File: config.mk
export PLATFORM = sky130hd
export DESIGN_NAME = combi_bist_driver
export DESIGN_NICKNAME = d
export VERILOG_FILES = /design/src/rtl/combi_bist_driver.sv
export SDC_FILE = /design/constraint.sdc
export NUM_CORES = 1
export LEC_CHECK = 0
export BUFFER_PORTS_ARGS = -buffer_cell sky130_fd_sc_hd__buf_2
export CAP_MARGIN = 5
export CORE_ASPECT_RATIO = 0.5
export CORE_MARGIN = 2
export CORE_UTILIZATION = 55
export CTS_CLUSTER_DIAMETER = 100
export DETAILED_ROUTE_END_ITERATION = 7
export PLACE_DENSITY = 0.89
export SLEW_MARGIN = 15
export SYNTH_ARGS = -nofsm -noshare
export SYNTH_HDL_FRONTEND = slang
export SYNTH_SLANG_ARGS = --single-unit
export TNS_END_PERCENT = 30
File: constraint.sdc
create_clock -name clk -period 4.14 [get_ports clk]
set_input_delay 0.621 -clock clk [delete_from_list [all_inputs] [get_ports clk]]
set_output_delay 0.621 -clock clk [all_outputs]
set_load 0.02 [all_outputs]
File: src/rtl/combi_bist_driver.sv
// BIST stimulus/response stage for the 16-input combi tree: applies counter or
// LFSR vectors, samples the tree output after a settle window, builds a MISR.
module combi_bist_driver #(
  parameter int unsigned       WIDTH  = 16,
  parameter int unsigned       SETTLE = 1,
  parameter logic [WIDTH-1:0]  POLY   = 16'hB400,
  parameter int unsigned       CNT_W  = 17
) (
  input  logic             clk,
  input  logic             rst_n,
  input  logic             start,
  input  logic             mode,
  input  logic [WIDTH-1:0] seed,
  input  logic [CNT_W-1:0] num_vec,
  output logic [WIDTH-1:0] vec_out,
  input  logic             dut_in,
  output logic             busy,
  output logic             done,
  output logic [CNT_W-1:0] ones_cnt,
  output logic [WIDTH-1:0] signature
);

  typedef enum logic [1:0] {
    IDLE   = 2'd0,
    APPLY  = 2'd1,
    SAMPLE = 2'd2,
    DONE   = 2'd3
  } state_t;

  localparam logic [3:0] SETTLE_L = 4'(SETTLE);

  state_t           state_q, state_d;
  logic             mode_q, mode_d;
  logic [CNT_W-1:0] num_q, num_d;
  logic [CNT_W-1:0] vec_idx_q, vec_idx_d;
  logic [CNT_W-1:0] ones_q, ones_d;
  logic [WIDTH-1:0] sig_q, sig_d;
  logic [WIDTH-1:0] vec_q, vec_d;
  logic [3:0]       settle_q, settle_d;

  function automatic logic [WIDTH-1:0] step(input logic [WIDTH-1:0] v);
    return v[0] ? ((v >> 1) ^ POLY) : (v >> 1);
  endfunction

  always_ff @(posedge clk or negedge rst_n) begin
    if (!rst_n) begin
      state_q   <= IDLE;
      mode_q    <= 1'b0;
      num_q     <= '0;
      vec_idx_q <= '0;
      ones_q    <= '0;
      sig_q     <= '0;
      vec_q     <= '0;
      settle_q  <= '0;
    end else begin
      state_q   <= state_d;
      mode_q    <= mode_d;
      num_q     <= num_d;
      vec_idx_q <= vec_idx_d;
      ones_q    <= ones_d;
      sig_q     <= sig_d;
      vec_q     <= vec_d;
      settle_q  <= settle_d;
    end
  end

  always_comb begin
    state_d   = state_q;
    mode_d    = mode_q;
    num_d     = num_q;
    vec_idx_d = vec_idx_q;
    ones_d    = ones_q;
    sig_d     = sig_q;
    vec_d     = vec_q;
    settle_d  = settle_q;
    unique case (state_q)
      IDLE, DONE: begin
        state_d = IDLE;
        if (start) begin
          mode_d    = mode;
          num_d     = num_vec;
          ones_d    = '0;
          sig_d     = '0;
          vec_idx_d = '0;
          if (num_vec == '0) begin
            state_d = DONE;
          end else begin
            // An all-zero LFSR seed would lock up, so it is replaced by 1.
            vec_d    = (mode && seed == '0) ? WIDTH'(1) : seed;
            settle_d = 4'd1;
            state_d  = APPLY;
          end
        end
      end
      APPLY: begin
        if (settle_q == SETTLE_L) state_d = SAMPLE;
        else                      settle_d = settle_q + 4'd1;
      end
      SAMPLE: begin
        ones_d    = ones_q + CNT_W'(dut_in);
        sig_d     = step(sig_q) ^ {{(WIDTH-1){1'b0}}, dut_in};
        vec_idx_d = vec_idx_q + CNT_W'(1);
        // The final vector stays on the bus instead of advancing past it.
        if (vec_idx_q + CNT_W'(1) == num_q) begin
          state_d = DONE;
        end else begin
          vec_d    = mode_q ? step(vec_q) : vec_q + WIDTH'(1);
          settle_d = 4'd1;
          state_d  = APPLY;
        end
      end
      default: state_d = IDLE;
    endcase
  end

  assign vec_out   = vec_q;
  assign busy      = (state_q == APPLY) || (state_q == SAMPLE);
  assign done      = (state_q == DONE);
  assign ones_cnt  = ones_q;
  assign signature = sig_q;

endmodule

# Yosys cells after proc, flatten, opt, wreduce, memory -nomap -nowiden
# Index checks and enable logic that the tools add are counted.
[totals]
reg_bits = 90
input_bits = 38
output_inout_bits = 51
word_cells = 59
[classes]
add_sub_neg = 4
eq_ne = 10
muxes = 23
bitwise_logic = 3
n_reduce_logical = 11
[ops]
columns = ["op", "count"]
rows = [
  ["$mux 16", 8],
  ["$pmux 17 s2", 2],
  ["$pmux 16 s2", 2],
  ["$add 17x1->17", 1],
  ["$add 17x1->17 const B", 1],
  ["$eq 17x17->1", 1],
  ["$logic_not 17->1", 1],
  ["$mux 17", 1],
  ["$add 16x1->16 const B", 1],
  ["$logic_not 16->1", 1],
  ["$mux 4", 4],
  ["$xor 16x1->16", 1],
  ["$pmux 4 s3", 1],
  ["$ne 2x2->1 const B", 5],
  ["$mux 2", 4],
  ["$not 3->4", 2],
  ["$reduce_and 4->1", 2],
  ["$pmux 2 s3", 1],
  ["$add 4x1->4 const B", 1],
  ["$eq 2x2->1 const B", 2],
  ["$eq 4x1->1 const B", 1],
  ["$reduce_and 2->1", 2],
  ["$eq 2x1->1 const B", 1],
  ["$logic_not 2->1", 1],
  ["4 further kinds", 4],
]

# Depth between registers and ports, before layout
[depth]
depth_word = 6
ltp_mapped = 9
mapped_depth_nobuf = 9

# Worst setup path after synthesis
# Ideal clock, no wire load.
[synth_timing]
kind = "reg-to-reg"
startpoint = "register vec_idx_q[0]"
endpoint = "register vec_q[10] (netlist: vec_out[10])"
setup_time_ns = 0.125
t_arrival_ns = 3.133
required_ns = 4.015
setup_slack_ns = 0.881
path_stages_with_launch = 10
path_buffers = 1
cell_sequence = "dfrtp_1 ha_1 nand4_1 or4_1 xnor2_1 or2b_1 or4_4 o31ai_4 buf_12 mux2_4"
[synth_via]
elab_chain_len = 4
[synth_rtl]
columns = ["element", "line", "text"]
rows = [
  ["from (decl)", "35", "logic [CNT_W-1:0] vec_idx_q, vec_idx_d;"],
  ["from (signal assigned)", "59", "vec_idx_q <= vec_idx_d;"],
  ["$add 17x1->17", "104", "if (vec_idx_q + CNT_W'(1) == num_q) begin"],
  ["$eq 17x17->1", "104", ""],
  ["$ne 2x2->1 (no line)", "-", ""],
  ["$reduce_and 4->1 (no line)", "-", ""],
  ["to (signal assigned)", "62", "vec_q <= vec_d;"],
  ["to (decl)", "38", "logic [WIDTH-1:0] vec_q, vec_d;"],
]
# No other way between the ends.
# A chain may end at the register's enable or synchronous reset.

# Worst setup path after layout
[layout_timing]
startpoint = "register vec_idx_q[0]"
endpoint = "register vec_q[5] (netlist: vec_out[5])"
# The elaborated chain is that of the path after synthesis.

==> results.yml <==
floorplanning:
  die_w_um: 143.6
  dieArea_um2: 10600
  io_pins: 89
  core_um2: 9447
  die_y_um: 73.82
  rows: 25
  start_util_pct: 56.75
global_routing:
  grt_antenna_before_repair: 0
  grt_pass1_vias: 4322
  overflow: 0
  grt_max_degree: 65
  grt_usage_pct: 25.81
  grt_first_pass_wirelength_um: 21380
routing:
  firstDrtPassIters: 5
  num_vias: 4557
  routed.top_layer: "met4"
  drt_iter0_drc: 383
  avgRoutedWirePerCell_um: 16.67
  routed_wl_um: 12960
  wl_met2_um: 6246
  drc: 0
  viasPerCell: 5.865
  wl_met1_um: 5654
  antenna_left: 0
  wl_met3_um: 711
logic_synthesis:
  synth_ff_type: "dfrtp_1"
  async_reset_ff_share_pct: 100.0
  synth-edff-count: 0
  ys_warn_count: 0
  synth-seq-cells: 90
  netlist_instances: 560
  synth.avg_cell_area_um2: 9.574
  ys_seq_area_share_pct: 42.01
  synth_nets: 607
  synthesis.area_um2: 5361
  synth_cell_types: 53
final_layout:
  antenna_cells: 0
  instances_no_fill: 777
  area_growth_pct: 14.35
  nets: 684
  drive_gt1_share_pct: 24.77
pwr:
  finalPower_mw: 2.192
  ir_worst_vdd_mv: 0.2889
  clockPowerShare_pct: 36.4
  power_density_nw_per_um2: 357.5
  intPower_mw: 1.524
  combinationalPowerShare_pct: 16.0
  p_leak_nw: 2.824
  pwr-share-seq_pct: 47.5
  switching_share_pct: 30.46
  power_switching_uw: 667.7
setup_path:
  cp.arrival_ns: 3.89
  worstSetupPathType: "reg2reg"
  r2r_setup_slack_ns: 0.49
  end_kind: "flip-flop"
  critical_path.max_fanout: 15
  required_ns: 4.38
  critPathLaunchType: "flip-flop"
sta:
  worst_slew_pin_slew_ns: 1.083
  rsz0062_at_grt: "no"
  post-route-min-period_ns: 3.654
  relSlewSlack_pct: 27.82
  final.setup.worst_slack_ns: 0.4860
  setup_viol: 0
  slew_violations: 0
  fin_setup_tns_ns: 0
  fin_skew_ns: 0.008113
  hold_slack_ns: 0.3552
  fin_crit_sh_pct: 88.26
  fmax_mhz: 273.7
  hold_viol: 0
cts:
  cts-resized-gates: 0
  clk_path_buf_depth: 2
  post_cts_buffers: 0
  htreeDepth: 3
  cts_inserted_buffers: 9
  path_clk_slew_ns: 0.07
  cts_tree: "built"
  ctsHoldBuffers: 0
  cts_root_buffer: "clkbuf_16"
  cts_sinks: 90
  clk_latency_ns: 0.35
outcome:
  status: "complete, no violations"
worst_hold_path:
  hold_class: "in2async"
run:
  drv_cap: 0
place:
  io_buffer_count: 88
  place_hpwl_um: 9022
  gp_congestion: 0.9443
  pre_cts_ws_ns: 0.5707
  dp_cells: 761
cells in the final DEF, fill, tap and decap left out, drive strengths merged, types with 3 or more instances in the layout:
cell type  instances
a21oi             13
a22o              18
a31oi              4
and2               3
and3               7
buf               94
clkbuf             9
dfrtp             90
ha                 9
inv               21
mux2              36
mux2i              6
nand2             62
nand2b             3
nand3             24
nand4             13
nor2              43
nor2b              3
nor3               6
nor3b              3
nor4              12
o211ai             3
o21ai             57
o2bb2ai            3
o31ai              7
or2                3
or3                8
or4                3
xnor2             36
xor2              20
power by group through the flow:
stage / Clock [mW] / Combinational [mW] / Sequential (mW)
finish: 0.798 / 0.352 / 1.04
global route: 0.843 / 0.386 / 1.05
CTS: 0.810 / 0.358 / 1.04
detailed placement: 0 / 0.355 / 1.06
global placement: 0 / 0.345 / 1.05
floorplan: 0 / 0.112 / 1.14
final cells by class:
class                   instances  area [um^2]
clock buffers                   9        225.2
inverters                      17        63.81
clock inverters                 7        61.31
repair buffers                 94        488.0
fillers                       762         3316
well taps                     135        168.9
multi-input cells             425         2872
flip-flops and latches         90         2252
critical path, stage by stage (launching register included):
cell,delay (ns)
dfrtp_1,0.45
ha_1,0.32
nand4_1,0.28
nor4_1,0.59
xnor2_1,0.21
or2b_1,0.25
or4_4,0.52
o31ai_4,0.23
buf_4,0.30
mux2_2,0.36
cell usage after synthesis (8+ instances only):
| library cell | instances | area [um^2] |
|---|---|---|
| nand4_1 | 12 | 75.07 |
| or3_1 | 8 | 50.05 |
| nand3_1 | 22 | 110.1 |
| mux2_2 | 28 | 315.3 |
| nor4_1 | 12 | 75.07 |
| mux2_4 | 8 | 120.1 |
| a21oi_1 | 13 | 65.06 |
| inv_1 | 17 | 63.81 |
| o21ai_0 | 57 | 285.3 |
| a22o_1 | 18 | 157.7 |
| xor2_1 | 20 | 175.2 |
| xnor2_1 | 36 | 315.3 |
| nand2_1 | 62 | 232.7 |
| dfrtp_1 | 90 | 2252 |
| clkbuf_1 | 16 | 60.06 |
| nor2_1 | 43 | 161.4 |
| ha_1 | 9 | 112.6 |
logic make-up (layout without fill, tap and decap cells):
family | Yosys count | in the layout | synth area share (%)
flip-flops | 90 | 90 | 42.01
adder cells (fa/ha/maj) | 9 | 9 | 2.100
multiplexers | 42 | 42 | 9.242
XOR/XNOR | 56 | 56 | 9.148
AND/OR/NAND/NOR | 201 | 201 | 18.97
buffers and inverters | 45 | 127 | 4.504
AO/OA/AOI/OAI | 117 | 117 | 14.03
layer usage:
metal / vias to the layer above / global-route usage [%]
met2: 149 / 42.91
li1: 2160 / -
met1: 2213 / 33.82
met4: 0 / 8.932
met5: - / 0
met3: 35 / 5.802
sequential cells by signal (all words and copies together), names as in the netlist:
signal     flops
state_q        2
ones_cnt      17
vec_idx_q     17
signature     16
num_q         17
mode_q         1
vec_out       16
settle_q       4
path summary, 6_finish.rpt:
kind                                    start            end  depth (start not counted)
worst max-delay path             vec_idx_q[0]     vec_out[5]                          9
worst min-delay path                    rst_n      num_q[13]                          1
worst max register to register   vec_idx_q[0]     vec_out[5]                          9
worst min register to register  signature[12]  signature[12]                          2
max in group asynchronous               rst_n  vec_idx_q[12]                          2
min in group clk                signature[12]  signature[12]                          2
per-stage QoR:
| step | area, um^2 | utilization [%] |
|---|---|---|
| after floorplan | 5361 | - |
| after global placement | 5844 | 61.87 |
| after detailed placement | 5844 | 61.87 |
| after CTS | 6131 | 64.90 |
| after global routing | 6131 | 64.90 |
| final | 6131 | 64.90 |
No activity file was read; power rests on OpenSTA's default activity.
